## config.mk

```make
export PLATFORM = sky130hd
export DESIGN_NAME = multicore_result_arbiter
export DESIGN_NICKNAME = d
export VERILOG_FILES = /design/src/rtl/mc_arb_pkg.sv /design/src/rtl/multicore_result_arbiter_rr_pick.sv /design/src/rtl/multicore_result_arbiter.sv
export SDC_FILE = /design/constraint.sdc
export NUM_CORES = 1
export LEC_CHECK = 0
export BUFFER_PORTS_ARGS = -buffer_cell sky130_fd_sc_hd__buf_2
export CELL_PAD_IN_SITES_DETAIL_PLACEMENT = 0
export CELL_PAD_IN_SITES_GLOBAL_PLACEMENT = 1
export CORE_ASPECT_RATIO = 1.75
export CORE_MARGIN = 2
export CORE_UTILIZATION = 33
export CTS_CLUSTER_DIAMETER = 200
export CTS_CLUSTER_SIZE = 10
export DETAILED_ROUTE_END_ITERATION = 10
export PLACE_DENSITY = 0.93
export REMOVE_ABC_BUFFERS = 1
export SLEW_MARGIN = 30
export SYNTH_ARGS = -nofsm -noshare
export SYNTH_HDL_FRONTEND = slang
export SYNTH_HIERARCHICAL = 1
export SYNTH_SLANG_ARGS = --single-unit
```

## constraint.sdc

```tcl
create_clock -name Clk -period 5.3 [get_ports Clk]
set_input_delay 0.265 -clock Clk [delete_from_list [all_inputs] [get_ports Clk]]
set_output_delay 0.265 -clock Clk [all_outputs]
set_load 0.03 [all_outputs]
```

## src/rtl/mc_arb_pkg.sv

```systemverilog
// Shared types and defaults for the multicore motion-search result arbiter.
// Imported by the arbiter top and its round-robin picker.
package mc_arb_pkg;

    localparam int N_CORES_DEF = 4;
    localparam int DW_DEF      = 32;

    localparam logic [DW_DEF-1:0] SAD_INIT = '1;

    typedef enum logic [1:0] {
        IDLE,
        COLLECT,
        DONE
    } state_t;

endpackage

```

## src/rtl/multicore_result_arbiter_rr_pick.sv

```systemverilog
// Combinational round-robin picker: first set request at or above the
// pointer, wrapping modulo N.
module rr_pick #(
    parameter int N  = 4,
    parameter int IW = $clog2(N)
) (
    input  logic [N-1:0]  i_req,
    input  logic [IW-1:0] i_ptr,
    output logic          o_valid,
    output logic [IW-1:0] o_idx
);

    // Scan from the farthest offset down so the nearest hit is written last.
    always_comb begin
        int pos;
        o_valid = 1'b0;
        o_idx   = '0;
        pos     = 0;
        for (int k = N - 1; k >= 0; k--) begin
            pos = int'(i_ptr) + k;
            if (pos >= N) pos = pos - N;
            if (i_req[pos]) begin
                o_valid = 1'b1;
                o_idx   = pos[IW-1:0];
            end
        end
    end

endmodule

```

## src/rtl/multicore_result_arbiter.sv

```systemverilog
// Collects per-core SAD results round-robin and keeps the global minimum,
// with tie-break to the lower core index.
module multicore_result_arbiter
    import mc_arb_pkg::*;
#(
    parameter int N_CORES = N_CORES_DEF,
    parameter int DW      = DW_DEF,
    parameter int IW      = $clog2(N_CORES)
) (
    input  logic                  Clk,
    input  logic                  Reset,
    input  logic                  start,
    input  logic [N_CORES-1:0]    core_flag,
    input  logic [N_CORES*DW-1:0] core_sad,
    input  logic [N_CORES*DW-1:0] core_coord,
    output logic [N_CORES-1:0]    core_ack,
    output logic [DW-1:0]         best_sad,
    output logic [DW-1:0]         best_coord,
    output logic [IW-1:0]         best_core,
    output logic                  busy,
    output logic                  done,
    output logic                  dup_err
);

    localparam logic [DW-1:0] L_SAD_INIT = {DW{SAD_INIT[0]}};

    state_t               r_state;
    logic [N_CORES-1:0]   r_ack;
    logic [N_CORES-1:0]   r_reported;
    logic [IW-1:0]        r_ptr;
    logic [DW-1:0]        r_best_sad;
    logic [DW-1:0]        r_best_coord;
    logic [IW-1:0]        r_best_core;
    logic                 r_busy;
    logic                 r_done;
    logic                 r_dup;

    logic                 w_valid;
    logic [IW-1:0]        w_idx;
    logic [IW-1:0]        w_ptr_nxt;
    logic [N_CORES-1:0]   w_elig;
    logic [N_CORES-1:0]   w_onehot;
    logic [N_CORES-1:0]   w_rep_nxt;
    logic [DW-1:0]        w_sad;
    logic [DW-1:0]        w_coord;
    logic                 w_better;

    // Masking by the live ack stops a still-high flag being served twice.
    assign w_elig = core_flag & ~r_ack;

    rr_pick #(
        .N  (N_CORES),
        .IW (IW)
    ) u_pick (
        .i_req   (w_elig),
        .i_ptr   (r_ptr),
        .o_valid (w_valid),
        .o_idx   (w_idx)
    );

    assign w_onehot  = N_CORES'(1) << w_idx;
    assign w_rep_nxt = r_reported | w_onehot;
    assign w_sad     = core_sad[w_idx*DW +: DW];
    assign w_coord   = core_coord[w_idx*DW +: DW];
    assign w_ptr_nxt = (w_idx == IW'(N_CORES - 1)) ? '0 : w_idx + IW'(1);
    assign w_better  = (w_sad < r_best_sad) ||
                       ((w_sad == r_best_sad) && (w_idx < r_best_core));

    always_ff @(posedge Clk or negedge Reset) begin
        if (!Reset) begin
            r_state      <= IDLE;
            r_ack        <= '0;
            r_reported   <= '0;
            r_ptr        <= '0;
            r_best_sad   <= L_SAD_INIT;
            r_best_coord <= '0;
            r_best_core  <= '0;
            r_busy       <= 1'b0;
            r_done       <= 1'b0;
            r_dup        <= 1'b0;
        end else begin
            r_ack <= '0;
            if (start) begin
                r_state      <= COLLECT;
                r_reported   <= '0;
                r_ptr        <= '0;
                r_best_sad   <= L_SAD_INIT;
                r_best_coord <= '0;
                r_best_core  <= '0;
                r_busy       <= 1'b1;
                r_done       <= 1'b0;
                r_dup        <= 1'b0;
            end else if (r_state == COLLECT && w_valid) begin
                r_ack <= w_onehot;
                r_ptr <= w_ptr_nxt;
                if (r_reported[w_idx]) begin
                    r_dup <= 1'b1;
                end else begin
                    r_reported <= w_rep_nxt;
                    if (w_better) begin
                        r_best_sad   <= w_sad;
                        r_best_coord <= w_coord;
                        r_best_core  <= w_idx;
                    end
                    if (&w_rep_nxt) begin
                        r_state <= DONE;
                        r_busy  <= 1'b0;
                        r_done  <= 1'b1;
                    end
                end
            end
        end
    end

    assign core_ack   = r_ack;
    assign best_sad   = r_best_sad;
    assign best_coord = r_best_coord;
    assign best_core  = r_best_core;
    assign busy       = r_busy;
    assign done       = r_done;
    assign dup_err    = r_dup;

endmodule
```

## Word level (Yosys, flattened, before mapping)

Index checks and enable logic that the tools add are counted.
Widths: inputs -> output; s select.

- Register bits after elaboration: 81
- Bits of input ports: 263
- Output and inout port bits: 73
- Word-level logic and storage cells: 112

- Add/subtract/negate cells: 8
- Magnitude comparators: 11
- Equality and inequality tests: 4
- Shift operators: 3
- Multiplexer cells: 61
- Bitwise operators: 3
- Reduce and logical (&&, ||, !) cells: 12

Operators by type and width:

| operator | count |
|---|---|
| $mux 32 | 12 |
| $shiftx 128x8->32 | 2 |
| $lt 32x4->1 const B | 4 |
| $ge 32x4->1 const B | 3 |
| $sub 32x4->32 const B | 3 |
| $eq 32x32->1 | 1 |
| $lt 32x32->1 | 1 |
| $mux 2 | 15 |
| $mux 1 | 24 |
| $mux 4 | 5 |
| $bmux 1 s2 | 5 |
| $reduce_bool 2->1 | 4 |
| $add 2x2->3 const B | 2 |
| $reduce_and 3->1 | 2 |
| $and 4x4->4 | 1 |
| $not 4->4 | 1 |
| $or 4x4->4 | 1 |
| $reduce_and 2->1 | 2 |
| $reduce_and 4->1 | 1 |
| $shl 1x2->4 const A | 1 |
| $sub 2x3->4 const B | 1 |
| $add 2x1->3 const B | 1 |
| $ge 2x3->1 const B | 1 |
| $lt 2x3->1 const B | 1 |
| 7 further kinds | 8 |

## Depth between registers and ports, before layout

Gate-level depths: netlist of run 1.

- Depth in word-level cells: 18
- Gate-level depth with buffers: 18
- Gate-level depth less buffers: 13

## Cells and area by module

Netlist of run 1, hierarchy kept.

By module, submodules not included:

| module | instances | cells each | area each (sq um) | sequential area each (sq um) |
|---|---|---|---|---|
| multicore_result_arbiter | 1 | 433 | 5,496.5 | 2,016.9 |
| rr_pick | 1 | 13 | 77.6 | 0.0 |

## Least setup slack after synthesis of run 1

OpenSTA, ideal clock, no wires.

- Path type: register to register
- From: reg r_ack[3], in the netlist core_ack[3]
- To: reg r_best_core[1], in the netlist best_core[1]
- Setup time: 0.126 ns
- Arrival time: 4.163 ns
- Required time: 5.174 ns
- Path slack: 1.011 ns
- Stages on the path, launching flop included: 17
- Buffers on the path: 5
- Period minus slack after synthesis: 4.289 ns
- Path through: dfrtp_1 > nor2b_1 > mux2i_1 > a211oi_2 > clkbuf_1 > buf_2 > buf_2 > mux4_2 > ha_1 > nand4_1 > or4_1 > a211oi_1 > o31ai_1 > nand4b_2 > buf_6 > buf_4 > o22ai_1

- Word-level cells in the longest chain between the ends: 15
- Elaborated cells on any way between the ends: 39
- Those cells by class: order compare (2); eq/ne (2); shift (1); mux (26); bitwise (2); reduce/logical (6)

Ends and longest elaborated chain:

| item | RTL line | text |
|---|---|---|
| start: declaration | multicore_result_arbiter.sv:28 | `logic [N_CORES-1:0] r_ack;` |
| start signal: assignment | multicore_result_arbiter.sv:94 | `r_ack <= w_onehot;` |
| $not 4->4 * | multicore_result_arbiter.sv:49 | `assign w_elig = core_flag & ~r_ack;` |
| $and 4x4->4 * | multicore_result_arbiter.sv:49 |  |
| net w_elig[3] | multicore_result_arbiter.sv:41 | `logic [N_CORES-1:0] w_elig;` |
| $bmux 1 s2 | multicore_result_arbiter_rr_pick.sv:22 | `if (i_req[pos]) begin` |
| $mux 1 (implied by the code) (2 in a row) | multicore_result_arbiter_rr_pick.sv:22 |  |
| $mux 2 (3 in a row) | multicore_result_arbiter_rr_pick.sv:22 |  |
| $mux 2 * | multicore_result_arbiter_rr_pick.sv:22 |  |
| net w_idx[0] | multicore_result_arbiter.sv:39 | `logic [IW-1:0] w_idx;` |
| branches (longest 5 deep; another with $lt 32x32->1) | - |  |
| $reduce_and 3->1 (no line) * | - |  |
| end signal: assignment | multicore_result_arbiter.sv:103 | `r_best_core <= w_idx;` |
| end: declaration | multicore_result_arbiter.sv:33 | `logic [IW-1:0] r_best_core;` |

Mark *: on every way through the listed nets, which the timed path passes. The select of a mux whose other input is x is not followed.
A chain may end at the register's enable or synchronous reset.

## Worst setup path after layout of run 1

- From: reg r_ack[3], in the netlist core_ack[3]
- To: reg r_best_sad[6], in the netlist best_sad[6]

- Word-level cells in the longest chain between the ends: 15
- Elaborated cells on any way between the ends: 39
- Those cells by class: order compare (2); eq/ne (2); shift (1); mux (26); bitwise (2); reduce/logical (6)

Ends and longest elaborated chain:

| item | RTL line | text |
|---|---|---|
| $not 4->4 * | multicore_result_arbiter.sv:49 |  |
| $and 4x4->4 * | multicore_result_arbiter.sv:49 |  |
| net w_elig[3] | multicore_result_arbiter.sv:41 |  |
| $bmux 1 s2 | multicore_result_arbiter_rr_pick.sv:22 |  |
| $mux 1 (implied by the code) (2 in a row) | multicore_result_arbiter_rr_pick.sv:22 |  |
| $mux 2 (3 in a row) | multicore_result_arbiter_rr_pick.sv:22 |  |
| $mux 2 * | multicore_result_arbiter_rr_pick.sv:22 |  |
| net w_idx[0] | multicore_result_arbiter.sv:39 |  |
| branches (longest 6 deep; another with $lt 32x32->1) | - |  |
| end signal: assignment | multicore_result_arbiter.sv:101 | `r_best_sad <= w_sad;` |
| end: declaration | multicore_result_arbiter.sv:31 | `logic [DW-1:0] r_best_sad;` |

Marked as above.

==> results of run 1 <==
[synth_stat cells, types with 7 or more instances]
| cell | count | share of area (%) |
|---|---|---|
| mux4_2 | 65 | 26 |
| a21oi_1 | 21 | 1.9 |
| ha_1 | 37 | 8.3 |
| nand4_1 | 7 | 0.79 |
| a2bb2oi_1 | 25 | 3.9 |
| inv_1 | 69 | 4.6 |
| o2bb2ai_1 | 34 | 5.3 |
| dfstp_2 | 32 | 15 |
| nand2_1 | 11 | 0.74 |
| buf_2 | 11 | 0.99 |
| nor2_1 | 15 | 1.0 |
| dfrtp_1 | 47 | 21 |
[area by class of cell]
cell class / count / area [sq um]
fillers: 1641 / 8534
multi-input cells: 269 / 3163
flip-flops and latches: 79 / 2017
repair buffers: 352 / 1859
well taps: 224 / 280.3
inverters: 69 / 259.0
clock buffers: 10 / 239.0
clock inverters: 6 / 91.34
diodes: 1 / 2.502
[metrics by stage]
stage	setup WS, ns	area (sq um)	total power, mW	instances	util, %
finish	0.4684	7911	4.395	1010	48.11
global route	0.02006	7911	4.739	1010	48.11
CTS	0.3279	7909	4.467	1009	48.09
detailed placement	0.3549	7569	3.760	992	46.02
global placement	0.4137	7548	3.706	991	45.90
floorplan	-3.643	5406	2.992	417	-
[power by group]
part	internal, mW	switching [mW]
clock	0.429	0.255
combinational	1.18	1.53
sequential	0.877	0.120
[kinds of logic after synthesis]
kind of cell,count (synthesis),synth area share (%)
compound gates,110,16.23
fa+ha+maj,37,8.305
buf+inv,98,7.654
flops,79,36.18
mux,66,26.44
simple gates,56,5.185
[critical path: stages (launching register included)]
cell and delay (ns):
dfrtp_1 0.37, nor2b_1 0.23, mux2i_1 0.17, a211oi_4 0.56
buf_4 0.42, mux4_2 0.56, ha_1 0.33, nand4_1 0.22
or4_1 0.57, a211oi_1 0.26, o31ai_1 0.22, nand4b_4 0.36
buf_4 0.28, a2bb2oi_1 0.18
[metal layers]
layer / GRT usage [%] / up-vias
met3: 4.157 / 33
met1: 22.80 / 2464
li1: - / 2379
met4: 7.333 / 2
met2: 34.87 / 192
met5: 0 / -
[worst min path at each step]
| stage | startpoint | to | slack [ns] | cells after the start |
|---|---|---|---|---|
| global placement | best_coord[28] | best_coord[28] | 0.47 | 1 |
| detailed placement | Reset | best_coord[5] | 0.26 | 1 |
| CTS | start | r_reported[2] | 0.30 | 2 |
| floorplan | Reset | best_coord[0] | -0.03 | 0 |
| finish | start | r_reported[2] | 0.31 | 2 |
| global route | start | r_reported[1] | 0.30 | 2 |
[sequential cells by signal, indices dropped and copies added, names as in the netlist]
name	flops
best_core	2
best_coord	32
dup_err	1
core_ack	4
done	1
r_ptr	2
r_state	1
r_reported	4
best_sad	32
[timing repair]
| item | CTS | global route |
|---|---|---|
| hold endpoints to repair | 15 | 0 |
| endpoints found under the setup margin | 0 | 2 |
| hold buffers | 1 | 0 |
==> results.ini, run 1 <==
[run_status]
status = finished, final reports clean

[critical_path]
r2r-end = best_sad[6]
cp.arrival_ns = 5.09
cp-end-kind = register
regToRegSetupSlack_ns = 0.47
crit_end = best_sad[6]
worst_ep_required_time_ns = 5.56
r2r_cells = 13
cp_max_fo = 22
startpoint = core_ack[3]
reg2reg_from = core_ack[3]
start_kind = register
worstSetupPathType = reg -> reg

[clocking]
cts_setup_buffers = 0
clk_path_buf_depth = 2
insertion_delay_ns = 0.34
clk_pin_slew_ns = 0.07
cts_max_level = 3
ctsRootBufferMaster = clkbuf_16
clock_sinks = 79
cts_buffers = 9
cts_tree = done
postCtsResizedCells = 0

[logic_synthesis]
yosys_warnings = 6
ys_ff_latch = 79
syn_area_sq_mm = 0.005574
avgSynthCellArea_sq_um = 12.50
async_reset_ff_share_pct = 100.0
ys_types = 43
synth-edff-count = 0
ys.flop_type = dfrtp_1
ys_seq_area_share_pct = 36.18
syn_inst = 446

[finish]
area_growth_pct = 41.93
drive_gt1_share_pct = 60.51
final_common_cell = buf_2
final_cell_mix = buf_2 (334), inv_1 (69), mux4_2 (65)
nets = 1080

[sta]
fin_crit_sh_pct = 91.16
max_clock_freq_mhz = 207.0
slew_headroom_pct = 49.56
setup_violations = 0
setup-tns-final_ns = 0
holdWs_ns = 0.3085
skew_ns = 0.01230
period_needed_ns = 4.832
grt_setup_unrepaired = false
worstMarginPinSlew_ns = 0.7530
slew_viol_final = 0
finalHoldViolations = 0

[die]
std_cell_rows = 62
dieArea_sq_mm = 0.01799
die_y_um = 175.9
io_pins = 336
die_w_um = 102.2
initial_core_util_pct = 33.89
core-area_sq_mm = 0.01645

[route]
drtIter0Drc = 83
vias = 5070
drt_pre_antenna_iters = 4
wl_met3_um = 955
wirelength_um = 17570
via_per_inst = 5.020
top_signal_layer_used = met5
wl_per_cell_um = 17.39
drt-met1-wl_um = 6574
wl_met2_um = 9555
drcViolationCount = 0
ant_nets = 0

[placement]
dp_hpwl_um = 14800
gp_congestion = 0.8312
io_buffers = 335

[power_and_ir_drop]
ir_worst_vdd_mv = 0.2085
power.density_mw_per_mm2 = 555.5
p_leak_nw = 4.049

[worst_hold_path]
min_path_type = in -> reg

[global_routing]
grt_pass1_vias = 5383
overflow = 0
antenna_found_initial = 2
grt_max_degree = 43
track_usage_pct = 19.63
grt_pass1_wl_um = 27320

[run]
drv_cap = 0

Power figures use the tool's default switching activity.
==> inputs of run 2 (changes only) <==
- PLACE_DENSITY: 0.93 -> 0.83
==> run 2 against run 1 <==
Effect of this change: core utilization grew 0.18 points; flip-flop and latch count is the same; cell area grew 0.38%; register-to-register slack gained 0.03 ns; clock power grew 7.7%.
==> results.ini, run 2 (synthesis gave the netlist of run 1 again) <==
[run_status]
status = finished, final reports clean  ; unchanged

[critical_path]
cp.arrival_ns = 5.03  ; was 5.09 ns
worstSetupPathType = reg -> reg  ; unchanged
cp_num_buf_inv = 3  ; was 2
cp-end-kind = register  ; unchanged
critical_path.top_delay_family = simple AND/OR/NAND/NOR gates  ; unchanged
crit_chain = nor2b_1 > mux2i_1 > a211oi_4 > buf_4 > buf_12 > mux4_2 > ha_1 > nand4_1 > nor4_1 > a211oi_1 > o31ai_1 > nand4b_4 > buf_12 > a2bb2oi_1  ; was nor2b_1 > mux2i_1 > a211oi_4 > buf_4 > mux4_2 > ha_1 > nand4_1 > or4_1 > a211oi_1 > o31ai_1 > nand4b_4 > buf_4 > a2bb2oi_1
start_kind = register  ; unchanged
cp_max_fo = 27  ; was 22
worst_ep_required_time_ns = 5.53  ; was 5.56 ns
crit_top_cell = buf_12  ; was buf_4
cpMaxStageDelayCell = nor4_1  ; was or4_1
cp_slowest_stage_delay_ns = 0.76  ; was 0.57 ns

[clocking]
cts_tree = done  ; unchanged
ctsHoldBuffers = 1  ; unchanged
postCtsResizedCells = 0  ; unchanged
ctsRootBufferMaster = clkbuf_16  ; unchanged
clk_path_buf_depth = 2  ; unchanged
clock_sinks = 79  ; unchanged
cts_max_level = 3  ; unchanged
cts_setup_buffers = 0  ; unchanged
insertion_delay_ns = 0.34  ; about the same
cts_buffers = 9  ; unchanged
clk_pin_slew_ns = 0.06  ; was 0.07 ns

[finish]
area_growth_pct = 42.47  ; was 41.93%
final_cell_mix = buf_2 (334), inv_1 (69), mux4_2 (65)  ; unchanged
n_fill_cell = 1619  ; was 1641
nets = 1076  ; was 1080
final_cell_count_no_fill = 1009  ; was 1010
final_core_util_pct = 48.29  ; was 48.11%
drive_gt1_share_pct = 60.31  ; was 60.51%
final_common_cell = buf_2  ; unchanged

[placement]
io_buffers = 335  ; unchanged
post-place-cells = 988  ; was 992
dpl_worst_slack_ns = 0.4185  ; was 0.3549 ns
gp_congestion = 0.8306  ; was 0.8312
dp_hpwl_um = 14860  ; was 14800 um

[route]
drt_pre_antenna_iters = 4  ; unchanged
drcViolationCount = 0  ; unchanged
wirelength_um = 18000  ; was 17570 um
via_per_inst = 5.031  ; was 5.020
wl_per_cell_um = 17.84  ; was 17.39 um
vias = 5076  ; was 5070
drtIter0Drc = 104  ; was 83
ant_nets = 0  ; unchanged

[global_routing]
overflow = 0  ; unchanged
grt_pass1_wl_um = 27640  ; was 27320 um
track_usage_pct = 20.23  ; was 19.63%
grt_max_degree = 80  ; was 43
antenna_found_initial = 5  ; was 2
grt_pass1_vias = 5427  ; was 5383

[power_and_ir_drop]
power.internal_mw = 2.553  ; was 2.486 mW
ir_worst_vdd_mv = 0.2280  ; was 0.2085 mV
swShare_pct = 42.78  ; was 43.43%
clkPwrFrac_pct = 16.5  ; was 15.6%
power.density_mw_per_mm2 = 561.8  ; was 555.5 mW/mm^2
power_mw = 4.462  ; was 4.395 mW
p_seq_share_pct = 22.4  ; was 22.7%
pwr-share-comb_pct = 61.1  ; was 61.7%
p_sw_mw = 1.909  ; about the same
p_leak_nw = 4.046  ; was 4.049 nW

[sta]
period_needed_ns = 4.798  ; was 4.832 ns
finalHoldViolations = 0  ; unchanged
slew_headroom_pct = 42.44  ; was 49.56%
fin_ws_ns = 0.5018  ; was 0.4684 ns
skew_ns = 0.01099  ; was 0.01230 ns
grt_setup_unrepaired = false  ; unchanged
setup_violations = 0  ; unchanged
worstMarginPinSlew_ns = 0.8555  ; was 0.7530 ns
slew_viol_final = 0  ; unchanged
fin_crit_sh_pct = 90.53  ; was 91.16%
max_clock_freq_mhz = 208.4  ; was 207.0 MHz

[die]
initial_core_util_pct = 33.89  ; unchanged
die_w_um = 102.2  ; unchanged
io_pins = 336  ; unchanged
die_y_um = 175.9  ; unchanged
std_cell_rows = 62  ; unchanged
core-area_sq_mm = 0.01645  ; unchanged
dieArea_sq_mm = 0.01799  ; unchanged

[worst_hold_path]
min_path_type = in -> reg  ; unchanged

[run]
drv_cap = 0  ; unchanged

## run 2: cell types whose count changed in the layout (fill, tap and decap cells not counted)
cell | previous run | this run
buf_12 | 4 | 6
buf_4 | 13 | 6
buf_6 | 0 | 1
bufinv_16 | 2 | 3
clkinv_2 | 1 | 0
clkinv_4 | 1 | 0
clkinvlp_4 | 0 | 1
diode_2 | 1 | 4
## run 2: routing by layer
metal  GRT usage, %  share of wire [%]  routed length, um
met1          22.84                 36               6389
met2          36.43                 56              10040
met3          3.998                5.4                972
met4          8.389                3.2                568
met5              0               0.14                 25
## run 2: area by class of cell
cell class | instances | area [sq um] | share of cell area, %
inverters | 69 | 259.0 | 3.261
diodes | 4 | 10.01 | 0.1260
clock inverters | 6 | 115.1 | 1.449
clock buffers | 10 | 239.0 | 3.009
multi-input cells | 269 | 3163 | 39.83
repair buffers | 348 | 1858 | 23.40
well taps | 224 | 280.3 | 3.529
flip-flops and latches | 79 | 2017 | 25.40
## run 2: metrics by stage
stage / setup TNS (ns) / hold slack [ns] / instance area (sq um)
4_1_cts: 0 / 0.2985 / 7931
3_5_place_dp: 0 / 0.3580 / 7567
2_1_floorplan: -254.90 / -0.03059 / 5406
3_3_place_gp: 0 / 0.4683 / 7564
6_report: 0 / 0.3064 / 7941
5_1_grt: 0 / 0.3229 / 7939
## run 2: worst paths after layout
path	from	endpoint	slack, ns	depth (start not counted)
setup / recovery	core_ack[3]	best_sad[8]	0.50	14
hold / removal	start	r_reported[3]	0.31	2
setup reg to reg	core_ack[3]	best_sad[8]	0.50	14
hold reg to reg	best_coord[22]	best_coord[22]	0.48	1
max in group asynchronous	Reset	best_coord[7]	4.21	2
min in group asynchronous	Reset	best_coord[2]	0.50	2
## run 2: power groups by stage
stage,clock (mW),sequential [mW],combinational (mW)
floorplan,0,1.37,1.63
global placement,0,1.01,2.75
detailed placement,0,1.00,2.78
CTS,0.756,1.00,2.79
global route,0.782,1.03,3.00
finish,0.737,1.00,2.72
==> inputs of run 3 (changes only) <==
- ABC_AREA: unset -> 1
- CORE_UTILIZATION: 33 -> 31
- PLACE_DENSITY: 0.83 -> 0.84
==> run 3 against run 2 <==
Effect of this change: flip-flop and latch count unchanged; cell area grew 11%; register-to-register slack gained 0.39 ns; synthesized area grew 20%; sequential share of layout area shrank 2.5 points; first-iteration DRC count rose to 2.7 times the previous value; via count up 55%; wire length is 41% higher; critical path depth increased by 9; setup slack improved by 0.39 ns; synthesized cell count is 140% higher.
==> results.ini, run 3 <==
[worst_hold_path]
min_path_type = in -> reg  ; unchanged
min_path_cells = 5  ; was 2

[global_routing]
grt_max_degree = 79  ; was 80
grt_pass1_vias = 7565  ; was 5427
track_usage_pct = 21.80  ; was 20.23%
antenna_found_initial = 1  ; was 5
overflow = 0  ; unchanged
grt_pass1_wl_um = 39070  ; was 27640 um

[die]
die_y_um = 198.7  ; was 175.9 um
initial_core_util_pct = 31.37  ; was 33.89%
std_cell_rows = 71  ; was 62
die_w_um = 115.3  ; was 102.2 um
dieArea_sq_mm = 0.02290  ; was 0.01799 sq mm
io_pins = 336  ; unchanged
core-area_sq_mm = 0.02141  ; was 0.01645 sq mm

[sta]
fin_crit_sh_pct = 83.15  ; was 90.53%
skew_ns = 0.01299  ; was 0.01099 ns
setup-tns-final_ns = 0  ; unchanged
max_clock_freq_mhz = 226.9  ; was 208.4 MHz
slew_viol_final = 0  ; unchanged
worstMarginPinSlew_ns = 0.9454  ; was 0.8555 ns
fin_ws_ns = 0.8931  ; was 0.5018 ns
grt_setup_unrepaired = false  ; unchanged
finalHoldViolations = 0  ; unchanged
setup_violations = 0  ; unchanged
period_needed_ns = 4.407  ; was 4.798 ns
slew_headroom_pct = 36.98  ; was 42.44%

[logic_synthesis]
ys_ff_latch = 79  ; unchanged
syn_inst = 1088  ; was 446
avgSynthCellArea_sq_um = 6.172  ; was 12.50 sq um
synth-edff-count = 0  ; unchanged
yosys_warnings = 6  ; unchanged
yosysMostFrequentCell = nor2_1  ; was inv_1
async_reset_ff_share_pct = 100.0  ; unchanged
synth_area_leaders = dfrtp_1 (18%), nor2_1 (15%), nand2_1 (13%), dfstp_2 (13%), o21ai_0 (9.6%)  ; was mux4_2 (26%), dfrtp_1 (21%), dfstp_2 (15%), ha_1 (8.3%), o2bb2ai_1 (5.3%)
ys_types = 34  ; was 43
syn_area_sq_mm = 0.006715  ; was 0.005574 sq mm
synth_top_cell_area_share_pct = 17.51  ; was 26.26%
synth_top_area_cell = dfrtp_1  ; was mux4_2
ys.flop_type = dfrtp_1  ; unchanged
ys_seq_area_share_pct = 30.04  ; was 36.18%
synthTopCellsByCount = nor2_1 (276), nand2_1 (234), o21ai_0 (129)  ; was inv_1 (69), mux4_2 (65), dfrtp_1 (47)

[placement]
dp_hpwl_um = 18890  ; was 14860 um
gp_congestion = 0.8511  ; was 0.8306
io_buffers = 335  ; unchanged
dpl_worst_slack_ns = 0.8727  ; was 0.4185 ns

[run_status]
status = finished, final reports clean  ; unchanged

[finish]
drive_gt1_share_pct = 30.32  ; was 60.31%
multi_input_area_sq_mm = 0.004048  ; was 0.003163 sq mm
final_common_cell = buf_2  ; unchanged
nets = 1677  ; was 1076
final-seq-area_sq_mm = 0.002017  ; unchanged
final_cell_mix = buf_2 (334), nor2_1 (276), nand2_1 (233)  ; was buf_2 (334), inv_1 (69), mux4_2 (65)
final_core_util_pct = 41.18  ; was 48.29%
area_growth_pct = 31.30  ; was 42.47%
n_fill_cell = 2410  ; was 1619

[route]
drtIter0Drc = 283  ; was 104
wirelength_um = 25450  ; was 18000 um
vias = 7875  ; was 5076
drcViolationCount = 0  ; unchanged
drt_pre_antenna_iters = 6  ; was 4
via_per_inst = 4.701  ; was 5.031
ant_nets = 0  ; unchanged
wl_per_cell_um = 15.19  ; was 17.84 um

[clocking]
clock_sinks = 79  ; unchanged
insertion_delay_ns = 0.34  ; about the same
clk_path_buf_depth = 2  ; unchanged
clk_pin_slew_ns = 0.07  ; was 0.06 ns
cts_max_level = 3  ; unchanged
ctsRootBufferMaster = clkbuf_16  ; unchanged
cts_tree = done  ; unchanged
cts_setup_buffers = 0  ; unchanged
cts_buffers = 9  ; unchanged

[critical_path]
cp_max_fo = 46  ; was 27
r2r_cells = 23  ; was 14
worstSetupPathType = reg -> reg  ; unchanged
regToRegSetupSlack_ns = 0.89  ; was 0.50 ns
worst_ep_required_time_ns = 5.59  ; was 5.53 ns
cp.arrival_ns = 4.69  ; was 5.03 ns
cp-end-kind = register  ; unchanged
start_kind = register  ; unchanged

[run]
drv_cap = 0  ; unchanged

-- run 3: through the flow --
stage               hold WS, ns  std cells  instance area [sq um]
floorplan              -0.03059       1014                   6314
global placement         0.2115       1657                   8524
detailed placement       0.2159       1657                   8528
CTS                      0.3140       1674                   8813
global route             0.3396       1675                   8817
finish                   0.3198       1675                   8817
-- run 3: area by class of cell --
class	count	area share, %
Multi-Input combinational cell	864	45.91
Sequential cell	79	22.87
Timing Repair Buffer	352	20.85
Tap cell	292	4.144
Inverter	71	3.079
Clock buffer	9	2.554
Clock inverter	7	0.5676
Antenna cell	1	0.02838
-- run 3: cell families after synthesis --
logic type                 synth area share [%]
DFF                                       30.04
adders and majority gates                 6.894
AOI/OAI and AO/OA                         14.91
and+or+nand+nor                           38.20
buffers and inverters                     9.968
-- run 3: path summary, 6_finish.rpt --
| check | startpoint | end |
|---|---|---|
| hold reg to reg | best_coord[29] | best_coord[29] |
| max in group asynchronous | Reset | best_coord[29] |
| setup reg to reg | r_ptr[0] | best_coord[30] |
| min in group asynchronous | Reset | best_sad[13] |
| setup / recovery | r_ptr[0] | best_coord[30] |
| hold / removal | core_sad[9] | best_sad[9] |
-- run 3: routing by layer --
layer,up-vias,global-route usage (%),share of wire [%]
li1,4066,-,-
met2,237,39.93,53
met3,34,3.260,5.1
met5,-,0,0
met1,3538,25.18,39
met4,0,8.121,2.8
-- run 3: critical path, stage by stage (launching register included) --
cell      delay (ns)
dfrtp_1         0.57
inv_1           0.15
nand2_1         0.10
and2_4          0.15
nand2_2         0.05
nand2_1         0.06
inv_1           0.06
a21boi_4        0.17
clkinv_2        0.65
buf_4           0.46
nor2_1          0.11
o21ai_0         0.12
nand2_1         0.11
ha_1            0.23
a21oi_1         0.15
nand2_1         0.07
nand2_1         0.05
nand2_1         0.06
a21oi_1         0.21
nand2_1         0.10
nand2_2         0.09
buf_4           0.41
nand3_1         0.14
nand2_1         0.09
-- run 3: timing repair --
item                      in CTS  in global routing
gates resized for setup        0                  0
hold buffers                   1                  0
hold endpoints to repair       1                  0
Power of run 3 is left out: the tool's default activity adds up to more than one toggle a clock period on the data nets, which glitch-free logic cannot reach.
